### config.mk
export PLATFORM = sky130hd
export DESIGN_NAME = ifetch
export DESIGN_NICKNAME = d
export VERILOG_FILES = /design/src/rtl/ifetch.sv
export SDC_FILE = /design/constraint.sdc
export NUM_CORES = 1
export LEC_CHECK = 0
export BUFFER_PORTS_ARGS = -buffer_cell sky130_fd_sc_hd__buf_2
export CAP_MARGIN = 20
export CORE_ASPECT_RATIO = 0.75
export CORE_MARGIN = 8
export CORE_UTILIZATION = 49
export CTS_BUF_LIST = sky130_fd_sc_hd__clkbuf_16
export CTS_CLUSTER_SIZE = 12
export DETAILED_ROUTE_END_ITERATION = 12
export PLACE_DENSITY_LB_ADDON = 0.12
export SETUP_SLACK_MARGIN = 0.4
export SLEW_MARGIN = 20
export SYNTH_ARGS = -nofsm -noshare
export SYNTH_HDL_FRONTEND = slang
export SYNTH_SLANG_ARGS = --single-unit
### constraint.sdc
create_clock -name clk -period 2.8 [get_ports clk]
set_input_delay 0.56 -clock clk [delete_from_list [all_inputs] [get_ports clk]]
set_output_delay 0.56 -clock clk [all_outputs]
set_load 0.01 [all_outputs]
### src/rtl/ifetch.sv
// ----------------------------------------------------------------------------
// ifetch -- instruction fetch stage feeding a single-entry IF/ID register.
//
// Holds the program counter and fetches one word per cycle from a
// combinational instruction RAM. Misaligned or out-of-range addresses
// produce a fault entry (NOP encoding, if_fault=1), and fetch then stops
// until a redirect arrives.
//
// Ports
//   clk            : clock, all state updates on the rising edge
//   rst            : synchronous active-high reset
//   fetch_en       : fetch gate (low while the instruction RAM is loaded)
//   inst_addr      : byte address to the instruction RAM (always pc)
//   inst_dout      : instruction word for inst_addr (combinational)
//   redirect_valid : branch/jump/trap redirect request
//   redirect_pc    : new fetch address, used when redirect_valid=1
//   if_valid       : IF/ID register holds an entry
//   if_ready       : decode accepts the IF/ID entry this cycle
//   if_pc          : byte address of the held entry
//   if_inst        : held instruction word
//   if_fault       : held entry is a fetch fault
//   fetch_cnt      : wrapping count of accepted transfers
// ----------------------------------------------------------------------------
module ifetch #(
    parameter logic [31:0] RESET_PC   = 32'h0000_0000,
    parameter int unsigned IRAM_BYTES = 32764
) (
    input  logic        clk,
    input  logic        rst,
    input  logic        fetch_en,
    output logic [31:0] inst_addr,
    input  logic [31:0] inst_dout,
    input  logic        redirect_valid,
    input  logic [31:0] redirect_pc,
    output logic        if_valid,
    input  logic        if_ready,
    output logic [31:0] if_pc,
    output logic [31:0] if_inst,
    output logic        if_fault,
    output logic [31:0] fetch_cnt
);

    localparam logic [31:0] NOP_INST   = 32'h0000_0013;
    localparam logic [31:0] IRAM_LIMIT = 32'(IRAM_BYTES);

    typedef enum logic {
        RUN,
        FAULT
    } state_t;

    state_t      state, state_nx;
    logic [31:0] pc, pc_nx;
    logic        if_valid_nx;
    logic [31:0] if_pc_nx;
    logic [31:0] if_inst_nx;
    logic        if_fault_nx;
    logic [31:0] fetch_cnt_nx;

    logic bad_pc;
    logic slot_free;
    logic fire;
    logic accept;

    assign inst_addr = pc;
    assign bad_pc    = (pc[1:0] != 2'b00) || (pc >= IRAM_LIMIT);
    assign slot_free = !if_valid || if_ready;
    assign fire      = (state == RUN) && fetch_en && slot_free && !redirect_valid;
    assign accept    = if_valid && if_ready;

    always_ff @(posedge clk) begin
        if (rst) begin
            state     <= RUN;
            pc        <= RESET_PC;
            if_valid  <= 1'b0;
            if_pc     <= '0;
            if_inst   <= NOP_INST;
            if_fault  <= 1'b0;
            fetch_cnt <= '0;
        end else begin
            state     <= state_nx;
            pc        <= pc_nx;
            if_valid  <= if_valid_nx;
            if_pc     <= if_pc_nx;
            if_inst   <= if_inst_nx;
            if_fault  <= if_fault_nx;
            fetch_cnt <= fetch_cnt_nx;
        end
    end

    always_comb begin
        state_nx     = state;
        pc_nx        = pc;
        if_valid_nx  = if_valid;
        if_pc_nx     = if_pc;
        if_inst_nx   = if_inst;
        if_fault_nx  = if_fault;
        fetch_cnt_nx = fetch_cnt;

        // A transfer completes whenever valid and ready meet, even in the
        // same cycle as a redirect that flushes the register.
        if (accept) begin
            fetch_cnt_nx = fetch_cnt + 32'd1;
        end

        if (redirect_valid) begin
            pc_nx       = redirect_pc;
            if_valid_nx = 1'b0;
            state_nx    = RUN;
        end else if (fire) begin
            if_valid_nx = 1'b1;
            if_pc_nx    = pc;
            if (bad_pc) begin
                // pc is held so the fault entry names the offending address;
                // only a redirect restarts fetch.
                if_inst_nx  = NOP_INST;
                if_fault_nx = 1'b1;
                state_nx    = FAULT;
            end else begin
                if_inst_nx  = inst_dout;
                if_fault_nx = 1'b0;
                pc_nx       = pc + 32'd4;
            end
        end else if (accept) begin
            if_valid_nx = 1'b0;
        end
    end

endmodule

# Yosys cells after proc, flatten, opt, wreduce, memory -nomap -nowiden

Index checks and enable logic that the tools add are counted.

Bits in registers: 131
Bits in latches: 0
Memory bits (writable): 0
Memory bits (read-only): 0
Input bits: 69
Output and inout port bits: 130
Logic and storage cells: 35
Memories kept: 0

Add/subtract/negate cells: 2
Multiply operators: 0
Divide/modulo/power cells: 0
Magnitude comparators: 1
Eq/ne operators: 1
Shift-type cells: 0
Muxes and demuxes: 7
Bitwise gates (word level): 2
Reductions and logical operators: 15

Operator list:

| operator              | number |
|---|---|
| $mux 32               | 4 |
| $add 32x1->32 const B | 1 |
| $add 32x3->32 const B | 1 |
| $ge 32x15->1 const B  | 1 |
| $reduce_and 2->1      | 3 |
| $reduce_bool 2->1     | 3 |
| $logic_and 1x1->1     | 4 |
| $mux 1                | 3 |
| $logic_not 1->1       | 2 |
| $logic_or 1x1->1      | 2 |
| $ne 2x2->1 const B    | 1 |
| $not 1->1             | 2 |
| $reduce_or 2->1       | 1 |

# Longest topological paths before layout

Gate-level depths: netlist of run 1.

Word-level depth: 6
Mapped depth: 8
Gate-level depth less buffers: 6

# Worst setup path before layout of run 1

Ideal clock, no wire load.

Path type: input -> register
From: in fetch_en
To: reg pc[3], in the netlist inst_addr[3]
Library setup time: 0.117 ns
Data arrival time: 1.926 ns
Required time: 2.683 ns
Slack: 0.758 ns
Stages on the path: 5
Buffers on the path: 0
Cells stage by stage: nor2b_1 nand2_2 or4_1 a221o_1 o211a_1

Word-level cells in the longest chain between the ends: 5

Ends and longest elaborated chain:

| element                         | RTL line | RTL |
|---|---|---|
| from (decl)                     | 30       | `input logic fetch_en,` |
| $logic_and 1x1->1 (3 in series) | 67       | `assign fire = (state == RUN) && fetch_en && slot_free && !redirect_valid;` |
| $reduce_bool 2->1 (no line)     | -        |  |
| $reduce_and 2->1 (no line)      | -        |  |
| to (signal assigned)            | 81       | `pc <= pc_nx;` |
| to (decl)                       | 52       | `logic [31:0] pc, pc_nx;` |

No other way between the ends.
A chain may end at the register's enable or synchronous reset.

# Final worst setup path of run 1

From: reg pc[2], in the netlist inst_addr[2]
To: reg pc[8], in the netlist inst_addr[8]

Word-level cells in the longest chain between the ends: 4
Elaborated cells on any way between the ends: 8
Those cells by class: 1 x add/sub; 1 x order compare; 1 x eq/ne; 3 x mux; 2 x reduce/logical

Ends and longest elaborated chain:

| element                                              | RTL line |
|---|---|
| $add 32x3->32 / $ge 32x15->1 (equally long branches) | 121, 65 |
| $mux 32 / $logic_or 1x1->1 (equally long branches)   | 112, 65 |
| $mux 32 / $ne 2x2->1 (equally long branches)         | - |
| $mux 32 / $reduce_and 2->1 (equally long branches)   | - |

Several ways; a longest one is shown, not always the timed one. The select of a mux whose other input is x is not followed.

==> results of run 1 <==
worst paths after layout:
kind	start	endpoint	slack (ps)	depth (start not counted)
max	inst_addr[2]	inst_addr[8]	540	7
min	inst_dout[11]	if_inst[11]	360	2
min reg2reg	if_pc[2]	if_pc[2]	450	2
max reg2reg	inst_addr[2]	inst_addr[8]	540	7
state kept, by name (all words and copies together), names as in the netlist:
register	cells
inst_addr	32
if_inst	32
fetch_cnt	32
if_valid	1
if_pc	32
if_fault	1
state	1
placed cells by master (no fill, tap or decap), types with 7 or more instances in the layout:
cell type	instances
sky130_fd_sc_hd__and4_1	11
sky130_fd_sc_hd__nand3_1	20
sky130_fd_sc_hd__clkbuf_16	17
sky130_fd_sc_hd__buf_2	197
sky130_fd_sc_hd__inv_1	7
sky130_fd_sc_hd__nand2_1	79
sky130_fd_sc_hd__mux2i_1	18
sky130_fd_sc_hd__nor2_1	66
sky130_fd_sc_hd__a21oi_1	36
sky130_fd_sc_hd__a22o_1	29
sky130_fd_sc_hd__buf_4	10
sky130_fd_sc_hd__dfxtp_1	131
sky130_fd_sc_hd__xor2_1	25
sky130_fd_sc_hd__a211oi_1	9
sky130_fd_sc_hd__xnor2_1	7
sky130_fd_sc_hd__nand4_1	12
logic make-up after synthesis:
family          synth area share (%)
simple gates                    23.3
flops                           50.6
compound gates                  13.5
buf+inv                         3.35
xor+xnor                        5.40
mux                             3.47
fa+ha+maj                      0.482
per-layer routing:
metal,wire (µm),track usage (%)
met5,0,0
met4,209,7.75
met3,1260,7.66
met2,7240,34.5
met1,6710,26.3
worst reg2reg max path, delay by kind of cell (launching register included):
family,cells,cell delay (ps)
and+or+nand+nor,4,940
DFF,1,450
AOI/OAI and AO/OA,1,330
adders and majority gates,1,250
buffers and inverters,1,190
power breakdown:
part	total (µW)	switching (µW)	leakage [µW]	internal, µW
clock network	2200	812	0.000275	1390
logic	325	193	0.00182	132
registers	1970	52.6	0.00106	1910
layout make-up:
type	instances	area, µm²
Tap cell	136	170
Timing Repair Buffer	207	1060
Clock inverter	15	166
Inverter	7	26.3
Multi-Input combinational cell	380	2410
Clock buffer	17	425
Fill cell	866	3410
Sequential cell	131	2620
Antenna cell	2	5.00
metrics by stage:
step / power [µW] / instances
global route: 4650 / 894
finish: 4490 / 895
floorplan: 2170 / 550
CTS: 4520 / 893
detailed placement: 2330 / 861
global placement: 2320 / 861
repair_timing:
| action | in CTS | in global routing |
|---|---|---|
| resized for setup | 0 | 1 |
| endpoints found under the setup margin | 0 | 29 |
| hold buffers | 0 | 0 |
==> results.yml, run 1 <==
synthesis:
  syn-instance-count: 550
  yosys.cell_count.top_type: "sky130_fd_sc_hd__dfxtp_1"
  synth_commonest_cells: "131 x sky130_fd_sc_hd__dfxtp_1, 79 x sky130_fd_sc_hd__nand2_1, 68 x sky130_fd_sc_hd__nor2_1"
  flops_latches_synth: 131
  postSynthAreaPerCell_um2: 9.43
  synth.net_count: 621
  synth_enable_flop_cells: 0
  synth_flop_cell: "sky130_fd_sc_hd__dfxtp_1"
  asyncSetResetFlopFracSynth_pct: 0
  synth_top_area_share_pct: 50.6
  sequential_element_share_of_the_synthesized_area_pct: 50.6
  yosysUniqueCellTypes: 51
  netlist.top_cell.by_area: "sky130_fd_sc_hd__dfxtp_1"
  synth.cell_area_um2: 5190
  netlist_top_cells_area: "sky130_fd_sc_hd__dfxtp_1 51%, sky130_fd_sc_hd__nand2_1 5.7%, sky130_fd_sc_hd__nor2_1 4.9%"
  yosys_warnings: 0
clock_tree:
  cts-htree-levels: 4
  clk_latency_ps: 410
  cts_tree: "yes"
  clock-sinks: 131
  cts_made_buffers: 17
  clock_tree.buffer_depth: 2
  clock-root-buffer: "sky130_fd_sc_hd__clkbuf_16"
  clk_transition_reported_paths_ps: 60
  post-cts-setup-buffer-count: 0
floorplan:
  die_area_um2: 14200
  pin_count: 199
  rows: 32
  die_y_um: 105
  floorplan.initialDensity_pct: 50.4
  core-area_um2: 10300
  die_x_um: 135
cells_and_area:
  layout.nets: 815
  final_design_area_no_fill_um2: 6880
  layout.core_utilization_pct: 66.9
  fraction_of_final_layout_cells_with_drive_strength_greater_than_1_pct: 34.1
  syn_to_final_growth_pct: 32.7
flow_run:
  drv_cap: 0
power:
  leakage_uw: 0.00316
  worst_ir_drop_vdd_mv: 0.490
  power_per_standard_cell_area_nw_per_um2: 652
worst_setup_path:
  critical_path_peak_fanout: 10
  critical_path.cell_chain: "ha_1 > nand4_1 > nor4_4 > nor3_2 > buf_4 > and4_1 > o311a_1"
  crit_path_end_kind: "register"
  timing_worst_setup_path_type: "reg -> reg"
  cp.arrival_ps: 2550
  worst_path_max_delay_cell: "sky130_fd_sc_hd__dfxtp_1"
  worst-path-buf-inv: 1
  critical-path-max-stage-delay_ps: 450
  worst-endpoint-required_ps: 3090
  critPathLaunchType: "register"
  worst_path_dominant_cell_family: "simple AND/OR/NAND/NOR gates"
grt:
  tot_gr_track_use_pct: 21.6
  global_route.overflow_total: 0
  antenna_violations_before_repair: 1
  largest_net_degree_at_the_start_of_global_routing: 59
  first_global_vias: 4919
  grt_pass1_wl_mm: 24.9
sta:
  final.min_clock_period_ps: 2260
  layout_setup_ws_ps: 536
  layout_worst_path_cycle_share_pct: 80.9
  setup_repair_after_global_routing_missed_its_margin: "no"
  timing.final.hold_violations: 0
  max_clock_freq_mhz: 442
  timing_max_transition_violations_final: 0
  final.setup.tns_ps: 0
  timing.clock.skew_ps: 8.77
  worst_pin_slew_ps: 676
  worst_slew_margin_rel_pct: 54.6
  setup_viol: 0
  fin_hold_ws_ps: 359
drt:
  avgRoutedWirePerCell_um: 17.2
  drtAntennaViolNets: 0
  drcViolationCount: 0
  detail_route.first_pass.iterations: 5
  routed_wirelength_mm: 15.4
  dr_total_vias: 4746
  drt-initial-drc-count: 312
  vias_per_cell: 5.30
run_status:
  status: "completed"
place:
  placed_area_um2: 6280
  place_congestion: 0.813
  port-buffer-count: 198
  dp_hpwl_mm: 11.1
  preCtsSetupSlack_ps: 334
min_path:
  hp-class: "in -> reg"
Note: power is estimated with default switching activity, not from simulation.
==> run 2, diff against run 1 <==
ABC_AREA = 1   (was default)
CORE_UTILIZATION = 45   (was 49)
clock period = 1.8 ns   (was 2.8 ns; I/O delays follow)
==> results.yml, run 2 <==
synthesis:
  asyncSetResetFlopFracSynth_pct: 0
  synth.net_count: 930
  netlist.top_cell.by_area: "sky130_fd_sc_hd__dfxtp_1"
  synth_flop_cell: "sky130_fd_sc_hd__dfxtp_1"
  yosysUniqueCellTypes: 33
  postSynthAreaPerCell_um2: 6.80
  synth_commonest_cells: "295 x sky130_fd_sc_hd__nand2_1, 131 x sky130_fd_sc_hd__dfxtp_1, 106 x sky130_fd_sc_hd__a21oi_1"
  yosys_warnings: 0
  netlist_top_cells_area: "sky130_fd_sc_hd__dfxtp_1 45%, sky130_fd_sc_hd__nand2_1 19%, sky130_fd_sc_hd__a21oi_1 9.1%"
  syn-instance-count: 859
  synth.cell_area_um2: 5840
  yosys.cell_count.top_type: "sky130_fd_sc_hd__nand2_1"
  sequential_element_share_of_the_synthesized_area_pct: 44.9
  flops_latches_synth: 131
  synth_enable_flop_cells: 0
  synth_top_area_share_pct: 44.9
place:
  port-buffer-count: 198
  place_congestion: 0.868
  dp_hpwl_mm: 13.5
floorplan:
  die_y_um: 115
  core-area_um2: 12800
  rows: 36
  die_area_um2: 16900
  pin_count: 199
  die_x_um: 148
  floorplan.initialDensity_pct: 45.5
worst_setup_path:
  critical-path-max-stage-delay_ps: 330
  rrSetupSlack_ps: 190
  worst_path_dominant_cell_family: "simple AND/OR/NAND/NOR gates"
  critical_path_peak_fanout: 6
  worstReg2RegStart: "inst_addr[25]"
  critical_path.cell_chain: "nor2_2 > nand2_2 > nor2_2 > nand2_2 > nor2_4 > nand3_4 > buf_12 > buf_8 > nand3_2 > a21oi_2"
  crit_path_end_kind: "register"
  timing_worst_setup_path_type: "reg -> reg"
  worst-endpoint-required_ps: 2080
  worst-path-buf-inv: 2
  worst_path_max_delay_cell: "sky130_fd_sc_hd__dfxtp_2"
  timing.rr.end: "inst_addr[10]"
  critPathLaunchType: "register"
  worst_r2r_path_depth: 10
  cp.arrival_ps: 1890
drt:
  drtAntennaViolNets: 0
  routed_wirelength_mm: 22.0
  drt-initial-drc-count: 464
  vias_per_cell: 5.16
  avgRoutedWirePerCell_um: 17.0
  dr_total_vias: 6698
  detail_route.first_pass.iterations: 5
  drcViolationCount: 0
sta:
  worst_pin_slew_ps: 513
  layout_worst_path_cycle_share_pct: 89.4
  timing.clock.skew_ps: 14.8
  setup_repair_after_global_routing_missed_its_margin: "yes"
  setup_viol: 0
  max_clock_freq_mhz: 621
  final.min_clock_period_ps: 1610
  final.setup.tns_ps: 0
  timing.final.hold_violations: 0
  worst_slew_margin_rel_pct: 65.8
  timing_max_transition_violations_final: 0
  fin_hold_ws_ps: 156
min_path:
  worst_hold_startpoint: "inst_dout[1]"
  min_path_cells: 3
  hold_end: "if_inst[1]"
  hp-class: "in -> reg"
cells_and_area:
  ff_latch_area_um2: 2740
  layout.nets: 1186
  syn_to_final_growth_pct: 57.1
  antenna_cells_inserted: 0
  filler_cell_count: 1045
  fraction_of_final_layout_cells_with_drive_strength_greater_than_1_pct: 43.8
  multiInputGateArea_um2: 3470
  mostFrequentLayoutCell: "sky130_fd_sc_hd__nand2_1"
  layout.cells.most_common_list: "263 x sky130_fd_sc_hd__nand2_1, 191 x sky130_fd_sc_hd__buf_2, 92 x sky130_fd_sc_hd__a21oi_1"
power:
  power_switching_share_pct: 26.0
  p_clk_share_pct: 47.6
  power_per_standard_cell_area_nw_per_um2: 786
  worst_ir_drop_vdd_mv: 0.760
  power_report.internal_total_uw: 5340
  share_seq_of_total_power_pct: 42.0
  leakage_uw: 0.00400
  p_sw_uw: 1870
  comb_power_share_pct: 10.3
grt:
  largest_net_degree_at_the_start_of_global_routing: 100
  antenna_violations_before_repair: 2
  grt_most_used_layer: "met2"
  grt_pass1_wl_mm: 32.1
  met2_usage_pct: 37.1
  globalRouteMet3Util_pct: 8.53
  global_route.usage.met1_pct: 29.0
  global_route.overflow_total: 0
  first_global_vias: 6317
  tot_gr_track_use_pct: 23.4
run_status:
  status: "completed"
clock_tree:
  clk_latency_ps: 420
  clock-sinks: 131
  clock_tree.buffer_depth: 2
  clk_transition_reported_paths_ps: 60
  clock-root-buffer: "sky130_fd_sc_hd__clkbuf_16"
  cts-htree-levels: 4
  postCtsHoldBufs: 0
  cts_tree: "yes"
  cts_made_buffers: 17
flow_run:
  drv_cap: 0
run 2: final cells by class:
type | count | area share, %
inverter | 54 | 2.54
clock buffer | 19 | 5.18
sequential | 131 | 29.8
multi-input combinational | 636 | 37.9
timing repair buffer | 275 | 21.1
clock inverter | 12 | 1.13
tap | 171 | 2.33
run 2: cell families (layout without fill, tap and decap cells):
family	count (synthesis)	after routing	share of synthesized area (%)
buf+inv	93	360	6.71
flops	131	131	44.9
xor+xnor	8	8	1.20
simple gates	478	479	33.7
fa+ha+maj	2	2	0.428
compound gates	147	147	13.0
run 2: layer usage:
metal	vias up	part of all wire [%]
li1	3283	-
met1	3106	43
met2	257	46
met3	48	9.2
met4	4	2.2
met5	-	0.11
run 2: power by group through the flow:
stage               Combinational (µW)  Sequential (µW)  Clock, µW
finish                             745             3030       3430
floorplan                          264             3140          0
global route                       812             3040       3580
CTS                                642             3040       3440
detailed placement                 582             3110          0
global placement                   583             3100          0
run 2: worst max path at each step:
stage	from	to	slack [ps]	depth (start not counted)
detailed placement	if_ready	if_inst[10]	100	10
global route	inst_addr[25]	inst_addr[14]	110	10
CTS	inst_addr[22]	inst_addr[17]	230	10
finish	inst_addr[25]	inst_addr[10]	190	10
global placement	if_ready	if_inst[11]	160	10
floorplan	fetch_cnt[0]	fetch_cnt[20]	330	10
run 2: worst min-delay path, delay by kind of cell:
kind,cells,cell delay (ps)
buffers and inverters,1,70
AND/OR/NAND/NOR,2,100
run 2: through the flow:
step | std cells | power (µW) | util, % | area [µm²] | setup slack (ps)
2_1_floorplan | 859 | 3400 | - | 5960 | 326
3_3_place_gp | 1217 | 3690 | 56.6 | 7260 | 159
3_5_place_dp | 1217 | 3690 | 56.6 | 7260 | 100
4_1_cts | 1274 | 7120 | 65.0 | 8350 | 234
5_1_grt | 1298 | 7430 | 71.5 | 9170 | 114
6_report | 1298 | 7210 | 71.5 | 9170 | 190
run 2: repair_timing:
| action | CTS | global route |
|---|---|---|
| buffers inserted | 23 | 19 |
| resized for setup | 79 | 178 |
| pin swaps | 32 | 48 |
| hold endpoints to repair | 0 | 0 |
| endpoints found under the setup margin | 106 | 129 |
| cloned | 3 | 5 |
==> run 3, diff against run 2 <==
CORE_MARGIN = default   (was 8)
==> results.yml, run 3 (synthesized netlist as in run 2, its figures left out) <==
run_status:
  status: "completed"
min_path:
  hold_end: "inst_addr[0]"
  min_path_cells: 3
  worst_hold_startpoint: "redirect_pc[0]"
  hp-class: "in -> reg"
cells_and_area:
  layout.nets: 1171
  mostFrequentLayoutCell: "sky130_fd_sc_hd__nand2_1"
  fraction_of_final_layout_cells_with_drive_strength_greater_than_1_pct: 45.1
  multiInputGateArea_um2: 3570
  ff_latch_area_um2: 2740
  filler_cell_count: 986
  syn_to_final_growth_pct: 55.6
  antenna_cells_inserted: 0
  layout.cells.most_common_list: "246 x sky130_fd_sc_hd__nand2_1, 192 x sky130_fd_sc_hd__buf_2, 78 x sky130_fd_sc_hd__a21oi_1"
drt:
  avgRoutedWirePerCell_um: 15.8
  drt-initial-drc-count: 400
  vias_per_cell: 5.20
  detail_route.first_pass.iterations: 5
  drtAntennaViolNets: 0
  drcViolationCount: 0
  routed_wirelength_mm: 20.2
  dr_total_vias: 6646
floorplan:
  floorplan.initialDensity_pct: 46.8
  rows: 35
  core-area_um2: 12500
  die_area_um2: 13400
  die_x_um: 134
  die_y_um: 101
  pin_count: 199
worst_setup_path:
  critical-path-max-stage-delay_ps: 350
  cp.arrival_ps: 1910
  rrSetupSlack_ps: 230
  worst-path-stages: 8
  worst-endpoint-required_ps: 2130
  worst_path_most_repeated_cell: "sky130_fd_sc_hd__nor2_4"
  worst_path_dominant_cell_family: "simple AND/OR/NAND/NOR gates"
  timing_worst_setup_path_type: "reg -> reg"
  worst_path_max_delay_cell: "sky130_fd_sc_hd__dfxtp_2"
  crit_path_end_kind: "register"
  critical_path_peak_fanout: 7
  worst_r2r_path_depth: 8
  critPathLaunchType: "register"
  worstReg2RegStart: "inst_addr[16]"
  critical_path.cell_chain: "nor2_4 > nand4_1 > nor2_4 > nand3_4 > buf_12 > nand2_8 > nand2_4 > a21oi_2"
  worst-path-buf-inv: 1
  timing.rr.end: "inst_addr[10]"
clock_tree:
  clock-sinks: 131
  clock_tree.buffer_depth: 2
  clock-root-buffer: "sky130_fd_sc_hd__clkbuf_16"
  clk_latency_ps: 420
  cts_made_buffers: 17
  cts_tree: "yes"
  cts-htree-levels: 4
  clk_transition_reported_paths_ps: 60
flow_run:
  drv_cap: 0
place:
  preCtsSetupSlack_ps: 181
  place_congestion: 0.941
  dp_hpwl_mm: 12.0
  port-buffer-count: 198
sta:
  final.min_clock_period_ps: 1570
  worst_pin_slew_ps: 408
  max_clock_freq_mhz: 636
  setup_repair_after_global_routing_missed_its_margin: "yes"
  worst_slew_margin_rel_pct: 72.8
  timing_max_transition_violations_final: 0
  layout_worst_path_cycle_share_pct: 87.4
  timing.clock.skew_ps: 15.5
  layout_setup_ws_ps: 227
  setup_viol: 0
  final.setup.tns_ps: 0
  timing.final.hold_violations: 0
grt:
  antenna_violations_before_repair: 0
  largest_net_degree_at_the_start_of_global_routing: 58
  tot_gr_track_use_pct: 27.3
  grt_pass1_wl_mm: 28.7
  first_global_vias: 5601
  global_route.overflow_total: 0
power:
  worst_ir_drop_vdd_mv: 0.736
  leakage_uw: 0.00391
  power_per_standard_cell_area_nw_per_um2: 808
## run 3: changes by cell type in the layout (fill, tap and decap cells not counted), moves of 4 or more
| cell | delta |
|---|---|
| sky130_fd_sc_hd__a21oi_1 | -14 |
| sky130_fd_sc_hd__a21oi_2 | +14 |
| sky130_fd_sc_hd__buf_4 | -7 |
| sky130_fd_sc_hd__buf_6 | -5 |
| sky130_fd_sc_hd__dfxtp_1 | -4 |
| sky130_fd_sc_hd__dfxtp_2 | +5 |
| sky130_fd_sc_hd__nand2_1 | -17 |
| sky130_fd_sc_hd__nand2_2 | +8 |
| sky130_fd_sc_hd__nand2_4 | +10 |
| sky130_fd_sc_hd__nand3_1 | +10 |
| sky130_fd_sc_hd__nand3_2 | -10 |
| sky130_fd_sc_hd__nor2_1 | +6 |
| sky130_fd_sc_hd__nor2_2 | -9 |
## run 3: final cells by class
| cell class | instances | area share (%) |
|---|---|---|
| multi-input combinational | 636 | 39.3 |
| sequential | 131 | 30.2 |
| timing repair buffer | 260 | 19.1 |
| clock buffer | 19 | 5.23 |
| inverter | 54 | 2.44 |
| tap | 166 | 2.29 |
| clock inverter | 12 | 1.54 |
## run 3: tightest hold or removal path, stage by stage
cell	delay [ps]
sky130_fd_sc_hd__buf_2	80
sky130_fd_sc_hd__nor2_1	40
sky130_fd_sc_hd__nor2_1	80
## run 3: metal layers
metal | GRT usage [%] | vias up | wire length [µm]
met5 | 0 | - | 0
met4 | 6.91 | 0 | 151
met3 | 7.84 | 17 | 1650
met2 | 40.9 | 300 | 9370
met1 | 38.3 | 3076 | 9070
li1 | - | 3253 | -
## run 3: worst max path at each step
stage	from	end	slack (ps)
finish	inst_addr[16]	inst_addr[10]	230
global route	inst_addr[24]	inst_addr[10]	170
CTS	inst_addr[27]	if_inst[7]	300
detailed placement	if_ready	if_inst[7]	180
global placement	if_ready	if_pc[4]	190
floorplan	fetch_cnt[0]	fetch_cnt[20]	330
## run 3: report_power, final
part           total [µW]  switching, µW  internal, µW  leakage (µW)
Sequential           3040           74.7          2960       0.00109
Clock                3610           1390          2220      0.000295
Combinational         700            412           288       0.00252
## run 3: metrics by stage
stage	total power (µW)	cell area, µm²	instances	hold slack (ps)	utilization [%]
floorplan	3400	5960	859	422	-
global placement	3670	7210	1209	433	57.8
detailed placement	3670	7210	1209	434	57.8
CTS	7270	8100	1256	169	64.9
global route	7590	9090	1278	178	72.8
finish	7340	9090	1278	175	72.8
## run 3: what timing repair did
item	4_1_cts	5_1_grt
setup buffers	15	17
endpoints found under the hold margin	0	0
setup endpoints to repair	111	125
gates cloned	1	5
resized for setup	56	221
pin swaps	13	52
hold buffers	0	0
